==> src/rtl/logic_unit_pipe.sv <==
// Bitwise logic unit (AND/OR/XOR/NOR) feeding a DEPTH-entry result FIFO.
// Define LOGIC_UNIT_ZERO_FLAG_EN to add a per-entry all-zero flag on out_zero.
module logic_unit_pipe #(
    parameter int WIDTH = 64,
    parameter int DEPTH = 2
) (
    input  logic                     clk,
    input  logic                     rst_n,
    input  logic                     in_valid,
    output logic                     in_ready,
    input  logic [1:0]               op,
    input  logic [WIDTH-1:0]         a,
    input  logic [WIDTH-1:0]         b,
    output logic                     out_valid,
    input  logic                     out_ready,
    output logic [WIDTH-1:0]         out_data,
`ifdef LOGIC_UNIT_ZERO_FLAG_EN
    output logic                     out_zero,
`endif
    output logic [$clog2(DEPTH):0]   count
);
    localparam int PW = $clog2(DEPTH);
    localparam int CW = PW + 1;

    logic [PW-1:0]    head_q, head_d, tail_q, tail_d;
    logic [CW-1:0]    count_q, count_d;
    logic [WIDTH-1:0] mem_q [DEPTH];
    logic [WIDTH-1:0] res;
    logic             push, pop;

    always_comb begin
        res = '0;
        case (op)
            2'b00:   res = a & b;
            2'b01:   res = a | b;
            2'b10:   res = a ^ b;
            default: res = ~(a | b);
        endcase
    end

    // in_ready depends only on registered occupancy, never on out_ready.
    assign in_ready  = (count_q != CW'(DEPTH));
    assign out_valid = (count_q != '0);
    assign push      = in_valid & in_ready;
    assign pop       = out_valid & out_ready;
    assign out_data  = out_valid ? mem_q[head_q] : '0;
    assign count     = count_q;

    always_comb begin
        head_d  = pop  ? head_q + PW'(1) : head_q;
        tail_d  = push ? tail_q + PW'(1) : tail_q;
        count_d = count_q;
        case ({push, pop})
            2'b10:   count_d = count_q + CW'(1);
            2'b01:   count_d = count_q - CW'(1);
            default: count_d = count_q;
        endcase
    end

    always_ff @(posedge clk) begin
        if (!rst_n) begin
            head_q  <= '0;
            tail_q  <= '0;
            count_q <= '0;
        end else begin
            head_q  <= head_d;
            tail_q  <= tail_d;
            count_q <= count_d;
        end
    end

    // Storage needs no reset; writes are suppressed on the reset edge.
    always_ff @(posedge clk) begin
        if (rst_n && push)
            mem_q[tail_q] <= res;
    end

`ifdef LOGIC_UNIT_ZERO_FLAG_EN
    logic zf_q [DEPTH];

    always_ff @(posedge clk) begin
        if (rst_n && push)
            zf_q[tail_q] <= (res == '0);
    end

    assign out_zero = out_valid & zf_q[head_q];
`endif

endmodule

==> config.mk <==
export PLATFORM = sky130hd
export DESIGN_NAME = logic_unit_pipe
export DESIGN_NICKNAME = d
export VERILOG_FILES = /design/src/rtl/logic_unit_pipe.sv
export SDC_FILE = /design/constraint.sdc
export NUM_CORES = 1
export LEC_CHECK = 0
export BUFFER_PORTS_ARGS = -buffer_cell sky130_fd_sc_hd__buf_2
export CORE_MARGIN = 3
export CORE_UTILIZATION = 55
export CTS_CLUSTER_SIZE = 8
export DETAILED_ROUTE_END_ITERATION = 8
export GPL_ROUTABILITY_DRIVEN = 0
export GPL_TIMING_DRIVEN = 0
export PLACE_DENSITY_LB_ADDON = 0.05
export SLEW_MARGIN = 20
export SYNTH_ARGS = -nofsm -noshare
export SYNTH_HDL_FRONTEND = slang
export SYNTH_SLANG_ARGS = --single-unit
==> constraint.sdc <==
create_clock -name clk -period 14.5 [get_ports clk]
set_input_delay 2.175 -clock clk [delete_from_list [all_inputs] [get_ports clk]]
set_output_delay 2.175 -clock clk [all_outputs]
set_load 0.005 [all_outputs]
==> metrics, run 1 <==
unrepaired setup endpoints after global routing no; fin. max-slew vios 0; final clock period utilization by the worst path 27.4%; HP Start tail_q$_SDFFE_PN0P_; post-placement setup slack 10.93 ns; worst r2r src count[0]$_SDFFE_PN0P_; Startpoint Class register; WP data arrival 1.80 ns; LEAKAGE 5.28 nW; antenna violations before repair 1; Worst-Skew Late Latency 0.43 ns; grt total ovfl 0; FF+latch area 0.00394 mm^2; final WL 21200 um; Fill cells 1313; critical path required time 12.32 ns; nets 1399; TritonCTS buffer count 17; Clock Skew 0.0124 ns; DPL Wire Length 15700 um; Synth async-reset ratio 0%; I/O pins 202; GRT Total Usage 23.2%; number of I/O port buffers 199; full die area 0.0183 mm^2; Final setup viols 0; Routed Antenna Nets 0; synth-to-layout area growth 21.4%; Reg2Reg Setup Slack 12.56 ns; syn_area_per_cell 10.1 um^2; clock transition at the registers of the reported paths 0.06 ns; DIE HEIGHT 135 um; per-cell routed wire length 15.6 um; Max Cap Violations 0; Cell Pwr Density 126 mW/mm^2; CTS sink cnt 133; Ys Warns 0; postcts setup bufs 0; vias 7000; Slew HR 53.6%; Peak VDD IR 0.0961 mV; outcome complete, no violations; initial drt markers 448; Unique masters post-synth 26; Initial Util 57.0%; drc violations 0; Max Fclk 251 MHz; area of the multi-input gates 0.00447 mm^2; WS Path Type register to output port; CTS tree yes; sequential share of the synthesized area 42.9%; post-layout min period 3.98 ns; root buf cell clkbuf_16; CTS Hold Bufs 0; hold path cells 2; highest net fanout along the worst path 10; Setup TNS Final 0 ns; routed vias/inst 5.12; Mapped Cells 909; first-pass GRT wire length 32700 um; Final WS setup 10.52 ns; hold worst-path end tail_q$_SDFFE_PN0P_; DRT Pass-1 Iters 5; vias in the first global route 6732; largest net degree at the start of global routing 50; Core Region 0.0161 mm^2; Yosys reg bits 133; number of synthesized flops with an enable pin 128; Bufs on Longest Clock Path 2; Worst R2R Path Depth 7; worst slew pin tran 0.696 ns; layout cells sized above 1 28.5%; Final Hold Viols 0; Synth Flop Type edfxtp_1; final hold slack 0.528 ns; CTS H-tree depth 4; Mapped Area 0.00919 mm^2; Die X 135 um; reg-to-reg endpoint mem_q[0][52]$_DFFE_PP_; CTS resizes 0; crit end category output port; Tightest Hold Check Type register to register; Rows 46; Net Count, Synth 1172
-- final cells by class --
| class | instances | share of cell area [%] |
|---|---|---|
| antenna | 1 | 0.0224 |
| buffer | 49 | 2.61 |
| clock buffer | 19 | 3.88 |
| clock inverter | 13 | 1.46 |
| inverter | 132 | 4.44 |
| multi-input combinational | 595 | 40.1 |
| sequential | 133 | 35.3 |
| tap | 216 | 2.42 |
| timing repair buffer | 208 | 9.78 |
-- where the power goes --
group | internal [mW] | switching [mW]
Combinational | 0.210 | 0.279
Sequential | 0.468 | 0.0114
Clock | 0.283 | 0.155
Total | 0.962 | 0.445
-- flip-flops by register name, summed over array words and instances, names as in the netlist, named ones only --
name	count
count	2
head_q	1
mem_q	128
tail_q	1
-- worst max-delay path by stage --
stage | startpoint | cells after the start | slack [ns] | to
6_report | register | 5 | 10.52 | out_data[57]
3_3_place_gp | in_valid | 3 | 3.95 | mem_q[0][48]$_DFFE_PP_
2_1_floorplan | in_valid | 2 | 7.00 | mem_q[0][0]$_DFFE_PP_
4_1_cts | register | 5 | 10.48 | out_data[57]
3_5_place_dp | in_valid | 6 | 10.93 | mem_q[0][21]$_DFFE_PP_
5_1_grt | register | 5 | 10.42 | out_data[57]
-- cells in the final DEF (no fill, tap or decap) --
| cell | synthesis | final |
|---|---|---|
| and4_4 | 0 | 1 |
| o21bai_1 | 7 | 7 |
| clkbuf_16 | 0 | 17 |
| buf_16 | 0 | 1 |
| o21ai_1 | 3 | 3 |
| nor2b_1 | 15 | 15 |
| bufinv_16 | 0 | 4 |
| buf_6 | 6 | 8 |
| and2_1 | 3 | 3 |
| buf_1 | 5 | 5 |
| diode_2 | 0 | 1 |
| buf_2 | 17 | 216 |
| mux2_2 | 57 | 57 |
| a21boi_1 | 1 | 1 |
| nand2_1 | 115 | 115 |
| nor3_1 | 7 | 7 |
| a21oi_1 | 7 | 7 |
| xnor2_1 | 3 | 3 |
| o21ai_0 | 114 | 114 |
| clkbuf_1 | 10 | 12 |
| mux2i_1 | 64 | 64 |
| ha_1 | 129 | 129 |
| inv_1 | 132 | 132 |
| a21boi_0 | 1 | 1 |
| nor2_1 | 65 | 65 |
| edfxtp_1 | 128 | 128 |
| clkinv_2 | 0 | 4 |
| clkinv_1 | 0 | 4 |
| clkinvlp_4 | 0 | 1 |
| buf_4 | 11 | 17 |
| dfxtp_1 | 5 | 5 |
| nor3b_2 | 0 | 1 |
| or3_1 | 2 | 2 |
-- cell families (layout without fill, tap and decap cells) --
group,after synthesis,in the layout,share of synthesized area [%]
fa+ha+maj,129,129,17.6
buf+inv,181,421,8.56
xor+xnor,3,3,0.286
compound gates,133,133,7.49
flops,133,133,42.9
mux,121,121,13.9
other cells,0,1,0
simple gates,209,209,9.27
-- metrics by stage --
| stage | area (um^2) | util [%] | power (mW) | std cells |
|---|---|---|---|---|
| CTS | 11200 | 69.2 | 1.42 | 1365 |
| global route | 11200 | 69.2 | 1.48 | 1365 |
| floorplan | 9190 | - | 0.774 | 909 |
| global placement | 10500 | 64.9 | 0.971 | 1324 |
| finish | 11200 | 69.3 | 1.41 | 1366 |
| detailed placement | 10600 | 65.5 | 0.978 | 1333 |
-- metal layers --
metal,track usage [%],up-vias,share of wire [%]
met1,29.3,3260,43
met4,6.49,2,1.3
met5,0,-,0.038
met3,6.72,25,6.6
met2,39.0,217,49
li1,-,3496,-
-- critical path, cell delays in order (launching register included) --
cell and delay (ns):
dfxtp_1 0.30, buf_2 0.30, buf_4 0.31, mux2i_1 0.24, nor2_1 0.08, buf_2 0.14
-- synthesized netlist by cell type, types with 5 or more instances --
cell / number / share of area [%]
clkbuf_1: 10 / 0.41
nor2b_1: 15 / 1.0
buf_4: 11 / 0.90
buf_1: 5 / 0.20
buf_2: 17 / 0.93
edfxtp_1: 128 / 42
buf_6: 6 / 0.73
mux2_2: 57 / 7.0
nand2_1: 115 / 4.7
dfxtp_1: 5 / 1.1
a21oi_1: 7 / 0.38
o21bai_1: 7 / 0.57
nor3_1: 7 / 0.38
ha_1: 129 / 18
nor2_1: 65 / 2.7
mux2i_1: 64 / 7.0
inv_1: 132 / 5.4
o21ai_0: 114 / 6.2
Note: power is estimated with default switching activity, not from simulation.
==> run 2: changes to the inputs <==
ABC_AREA = 1   (was unset)
clock period = 3.8 ns   (was 14.5 ns; I/O delays follow)
==> metrics, run 2 <==
final WL 20000 um (-5.7%); met3 usage 6.35% (-0.37 points); CP max stage delay 0.35 ns (+0.04 ns); syn_area_per_cell 8.41 um^2 (-17%); Final WS setup 1.30 ns (-9.22 ns); met2 Use GR 40.1% (+1.1 points); antenna violations before repair 1 (unchanged); number of I/O port buffers 201 (+1.0%); Cell Pwr Density 426 mW/mm^2 (+240%); DRT Pass-1 Iters 5 (unchanged); CP cell instances nor2_1 > buf_2 > buf_2 > a21oi_1 > buf_2; hold worst-path end count[1]$_SDFFE_PN0P_; Reg2Reg Setup Slack 1.71 ns (-10.85 ns); Seq pwr share 39.1% (+5.0 points); routed vias/inst 4.89 (-4.7%); worst r2r src count[0]$_SDFFE_PN0P_; Unique masters post-synth 16 (-38%); TritonCTS buffer count 17 (unchanged); combinational share of power 28.1% (-6.7 points); Net Sw Frac 31.5% (-0.15 points); full die area 0.0176 mm^2 (-3.8%); HP Start rst_n; Final setup viols 0 (unchanged); largest net degree at the start of global routing 27 (-46%); sequential share of the synthesized area 44.7% (+1.8 points); post-placement setup slack 1.62 ns (-9.31 ns); Die X 133 um (-1.9%); vias 7329 (+4.7%); unrepaired setup endpoints after global routing no; commonest non-fill, non-tap cells in the layout nand2_1 (394), buf_2 (238), inv_1 (200), ha_1 (129), edfxtp_1 (128); outcome complete, no violations; Worst-Skew Late Latency 0.42 ns (about the same); Clock Skew 0.00897 ns (-0.00344 ns); Biggest register mem_q; postcts setup bufs 0 (unchanged); root buf cell clkbuf_16; clock transition at the registers of the reported paths 0.06 ns (about the same); met1 Use GR 28.3% (-1.0 points); Final Hold Viols 0 (unchanged); Max Fclk 400 MHz; per-cell routed wire length 13.4 um (-14%); Internal 3.15 mW (+230%); reg-to-reg endpoint mem_q[0][15]$_DFFE_PP_; vias in the first global route 7006 (+4.1%); ANT cells 0 (-1); largest area contributor in the synthesized netlist edfxtp_1; Tightest Hold Check Type primary input to register; Max Cap Violations 0 (unchanged); Mapped Area 0.00883 mm^2 (-4.0%); CTS sink cnt 133 (unchanged); final clock period utilization by the worst path 65.8%; WS Path Type register to output port; Yosys top cell area share 43.5% (+1.7 points); commonest non-fill, non-tap cell in the layout nand2_1; Crit-path slowest cell dfxtp_1; final hold slack 0.423 ns (-0.105 ns); Synth Flop Type edfxtp_1; Top Family by Delay on Critical Path buffers and inverters; initial drt markers 376 (-16%); Startpoint Class register; Worst R2R Path Depth 6 (-1); Slew HR 56.5% (+2.9 points); crit path from count[1]$_SDFFE_PN0P_; CTS resizes 0 (unchanged); Mapped Cells 1050 (+16%); nets 1539 (+10%); Synth async-reset ratio 0% (unchanged); Ys Warns 0 (unchanged); Power, Total 4.59 mW (+230%); Core Region 0.0154 mm^2 (-4.3%); fin. max-slew vios 0 (unchanged); largest cells by area after synthesis edfxtp_1 (44%), ha_1 (18%), nand2_1 (17%); Initial Util 57.2% (+0.18 points); drc violations 0 (unchanged); CTS H-tree depth 4 (unchanged); Setup TNS Final 0 ns (unchanged); Routed Antenna Nets 0 (unchanged); Net Count, Synth 1313 (+12%); DIE HEIGHT 133 um (-1.9%); CTS tree yes; Peak VDD IR 0.364 mV (+280%); worst slew pin tran 0.652 ns (-0.0434 ns); grt total ovfl 0 (unchanged); Post-synth top cells nand2_1 (394), inv_1 (200), ha_1 (129), edfxtp_1 (128); most numerous cell in the Yosys netlist nand2_1; Buf/Inv on CP 3 (unchanged); GRT Total Usage 23.4% (+0.20 points); clock power share 32.8% (+1.7 points); Most Frequent Cell on Critical Path buf_2; GRT busiest layer met2; Yosys reg bits 133 (unchanged); highest net fanout along the worst path 10 (unchanged); number of synthesized flops with an enable pin 128 (unchanged); synth-to-layout area growth 22.0%; I/O pins 202 (unchanged); critical path required time 3.23 ns (-9.09 ns); post-layout min period 2.50 ns; first-pass GRT wire length 32800 um (+0.30%); LEAKAGE 5.45 nW (+3.2%); layout cells sized above 1 21.9% (-6.6 points); crit end category output port; Rows 45 (-2.2%); DPL Wire Length 14900 um (-5.1%); WP data arrival 1.93 ns (+0.13 ns); hold path cells 3 (+1); number of flip-flops in the largest register 128 (unchanged); P_sw 1.45 mW (+220%); Bufs on Longest Clock Path 2 (unchanged); CTS Hold Bufs 0 (unchanged)
-- run 2: cell count changes after synthesis, moves of 58 or more --
cell and change:
a21oi_1 +58, nand2_1 +279, inv_1 +68, o21ai_0 -112, mux2i_1 -64, nand4_1 +65
-- run 2: worst max path at each step --
stage / cells past startpoint / to
after floorplan: 2 / mem_q[1][0]$_DFFE_PP_
after global placement: 3 / mem_q[1][16]$_DFFE_PP_
after detailed placement: 5 / mem_q[0][16]$_DFFE_PP_
after CTS: 5 / out_data[53]
after global routing: 5 / out_data[53]
final: 5 / out_data[53]
-- run 2: power by group through the flow --
stage / logic [mW] / registers, mW / clock network, mW
floorplan: 0.696 / 1.82 / 0
global placement: 1.26 / 1.83 / 0
detailed placement: 1.30 / 1.82 / 0
CTS: 1.31 / 1.79 / 1.52
global route: 1.48 / 1.80 / 1.59
finish: 1.29 / 1.79 / 1.51
-- run 2: final cells by class --
class                   instances  area [um^2]
fillers                      1306         4660
flip-flops and latches        133         3940
multi-input cells             670         3930
repair buffers                207         1110
inverters                     203          762
clock buffers                  20          447
well taps                     211          264
plain buffers                  44          211
clock inverters                12          106
-- run 2: worst reg2reg max path: stages, from the launching register on --
cell and delay [ns]:
dfxtp_1 0.39, inv_1 0.10, nand2_1 0.08, nand2_1 0.18, nor2_4 0.53, buf_12 0.26, buf_12 0.22
-- run 2: kinds of logic after synthesis --
family                     count (synthesis)  share of synthesized area [%]
AOI/OAI and AO/OA                         67                           3.80
buffers and inverters                    247                           11.0
DFF                                      133                           44.7
and+or+nand+nor                          474                           22.2
adders and majority gates                129                           18.3
-- run 2: metal layers --
layer	wire length (um)	up-vias
met5	7	-
met4	450	2
met3	1580	32
met2	9820	237
met1	8190	3278
li1	-	3780
-- run 2: metrics by stage --
stage,instances,utilization (%),instance area (um^2)
2_1_floorplan,1050,-,8840
3_3_place_gp,1462,65.5,10100
3_5_place_dp,1468,66.2,10200
4_1_cts,1500,69.8,10800
5_1_grt,1500,69.8,10800
6_report,1500,69.8,10800
==> run 3: changes to the inputs <==
clock period = 2.5 ns   (was 3.8 ns; I/O delays follow)
==> metrics, run 3 (same netlist as run 2, synthesis figures left out) <==
highest net fanout along the worst path 10 (unchanged); Peak VDD IR 0.557 mV (+53%); Biggest register mem_q; reg-to-reg endpoint mem_q[0][3]$_DFFE_PP_; nets 1540 (+0.065%); synth-to-layout area growth 22.9%; final WL 20500 um (+2.4%); CTS Hold Bufs 0 (unchanged); CTS tree yes; routed vias/inst 4.94 (+1.1%); postcts setup bufs 0 (unchanged); first-pass GRT wire length 33000 um (+0.48%); CP max stage delay 0.36 ns (about the same); Worst-Skew Late Latency 0.42 ns (about the same); LEAKAGE 5.49 nW (+0.68%); full die area 0.0176 mm^2 (unchanged); Slew HR 53.0% (-3.5 points); Crit-path slowest cell dfxtp_1; Fill cells 1250 (-4.3%); Rows 45 (unchanged); WP data arrival 1.91 ns (-0.02 ns); final clock period utilization by the worst path 91.5%; Die X 133 um (unchanged); TritonCTS buffer count 17 (unchanged); largest net degree at the start of global routing 27 (unchanged); Bufs on Longest Clock Path 2 (unchanged); Startpoint Class register; crit path from count[1]$_SDFFE_PN0P_; HP Start rst_n; CTS resizes 0 (unchanged); critical path required time 2.12 ns (-1.11 ns); hold worst-path end count[1]$_SDFFE_PN0P_; Worst R2R Path Depth 6 (unchanged); per-cell routed wire length 13.7 um (+2.4%); WS Path Type register to output port; clock transition at the registers of the reported paths 0.06 ns (about the same); Routed Antenna Nets 0 (unchanged); vias in the first global route 7052 (+0.66%); Initial Util 57.2% (unchanged); DRT Pass-1 Iters 5 (unchanged); FF+latch area 0.00395 mm^2 (about the same); outcome complete, no violations; commonest non-fill, non-tap cells in the layout nand2_1 (392), buf_2 (238), inv_1 (199), ha_1 (129), edfxtp_1 (128); area of the multi-input gates 0.00395 mm^2 (+0.38%); Cell Pwr Density 662 mW/mm^2 (+55%); worst slew pin tran 0.703 ns (+0.0511 ns); Clock Skew 0.00609 ns (-0.00288 ns); grt total ovfl 0 (unchanged); post-layout min period 2.29 ns; Max Fclk 437 MHz; Non-Filler Instances 1501 (+0.067%); commonest non-fill, non-tap cell in the layout nand2_1; drc violations 0 (unchanged); CTS sink cnt 133 (unchanged); GRT Total Usage 23.5% (+0.15 points); hold path cells 3 (unchanged); crit end category output port; Final Hold Viols 0 (unchanged); layout cells sized above 1 22.0% (+0.14 points); root buf cell clkbuf_16; DPL Wire Length 15300 um (+2.8%); I/O pins 202 (unchanged); Placed Cells incl. Taps 1469 (+0.068%); unrepaired setup endpoints after global routing no; fin. max-slew vios 0 (unchanged); Tightest Hold Check Type primary input to register; Power, Total 7.18 mW (+56%); Max Cap Violations 0 (unchanged); number of flip-flops in the largest register 128 (unchanged); Most Frequent Cell on Critical Path buf_2; Final setup viols 0 (unchanged); antenna violations before repair 0 (-1); Reg2Reg Setup Slack 0.58 ns (-1.13 ns); vias 7418 (+1.2%); DIE HEIGHT 133 um (unchanged); CP cell instances nor2_1 > buf_2 > buf_2 > a21oi_1 > buf_2; CTS H-tree depth 4 (unchanged); ANT cells 0 (unchanged); number of I/O port buffers 201 (unchanged); initial drt markers 440 (+17%); worst r2r src count[0]$_SDFFE_PN0P_; Core Region 0.0154 mm^2 (unchanged)
[run 3: changes by cell type in the layout (fill, tap and decap cells not counted), sizes merged]
| cell | change |
|---|---|
| bufinv | +2 |
| clkinvlp | -2 |
| clkbuf | +2 |
| inv | -1 |
| buf | +1 |
| clkinv | -1 |
[run 3: cell type report]
type	instances	area share, %
Inverter	203	7.03
Multi-Input combinational cell	670	36.4
Clock buffer	22	4.10
Timing Repair Buffer	208	10.5
Buffer	44	1.95
Tap cell	211	2.43
Clock inverter	10	1.23
Sequential cell	133	36.4
[run 3: worst max path at each step]
stage | endpoint | slack [ns] | cells after the start
after CTS | out_data[53] | 0.14 | 5
final | out_data[53] | 0.21 | 5
after global placement | mem_q[1][16]$_DFFE_PP_ | -0.94 | 4
after global routing | out_data[53] | 0.05 | 5
after floorplan | mem_q[1][0]$_DFFE_PP_ | -0.06 | 4
after detailed placement | mem_q[0][17]$_DFFE_PP_ | 0.47 | 5
[run 3: through the flow]
step | worst slack (ns) | hold slack [ns] | setup TNS, ns | util (%) | instance area [um^2]
6_report | 0.211 | 0.243 | 0 | 70.3 | 10800
5_1_grt | 0.0518 | 0.236 | 0 | 70.3 | 10800
4_1_cts | 0.143 | 0.230 | 0 | 70.3 | 10800
3_5_place_dp | 0.468 | 0.491 | 0 | 66.6 | 10300
3_3_place_gp | -0.943 | 0.469 | -64.23 | 65.7 | 10100
2_1_floorplan | -0.0564 | 0.452 | -3.61 | - | 8860
[run 3: where the power goes]
group	switching, mW	total (mW)	internal, mW
clock network	0.891	2.45	1.56
registers	0.0539	2.73	2.68
logic	1.26	2.00	0.732
[run 3: critical path, delay by kind of cell (launching register included)]
family,cells,cell delay (ns)
compound gates,1,0.11
simple gates,1,0.24
buf+inv,3,0.79
flops,1,0.36
[run 3: routing by layer]
layer	routed length [um]	part of all wire, %	up-vias	global-route usage, %
met2	9970	49	227	39.7
met4	503	2.4	0	8.49
met3	1560	7.6	41	6.50
met1	8490	41	3363	29.1
li1	-	-	3787	-
met5	0	0	-	0
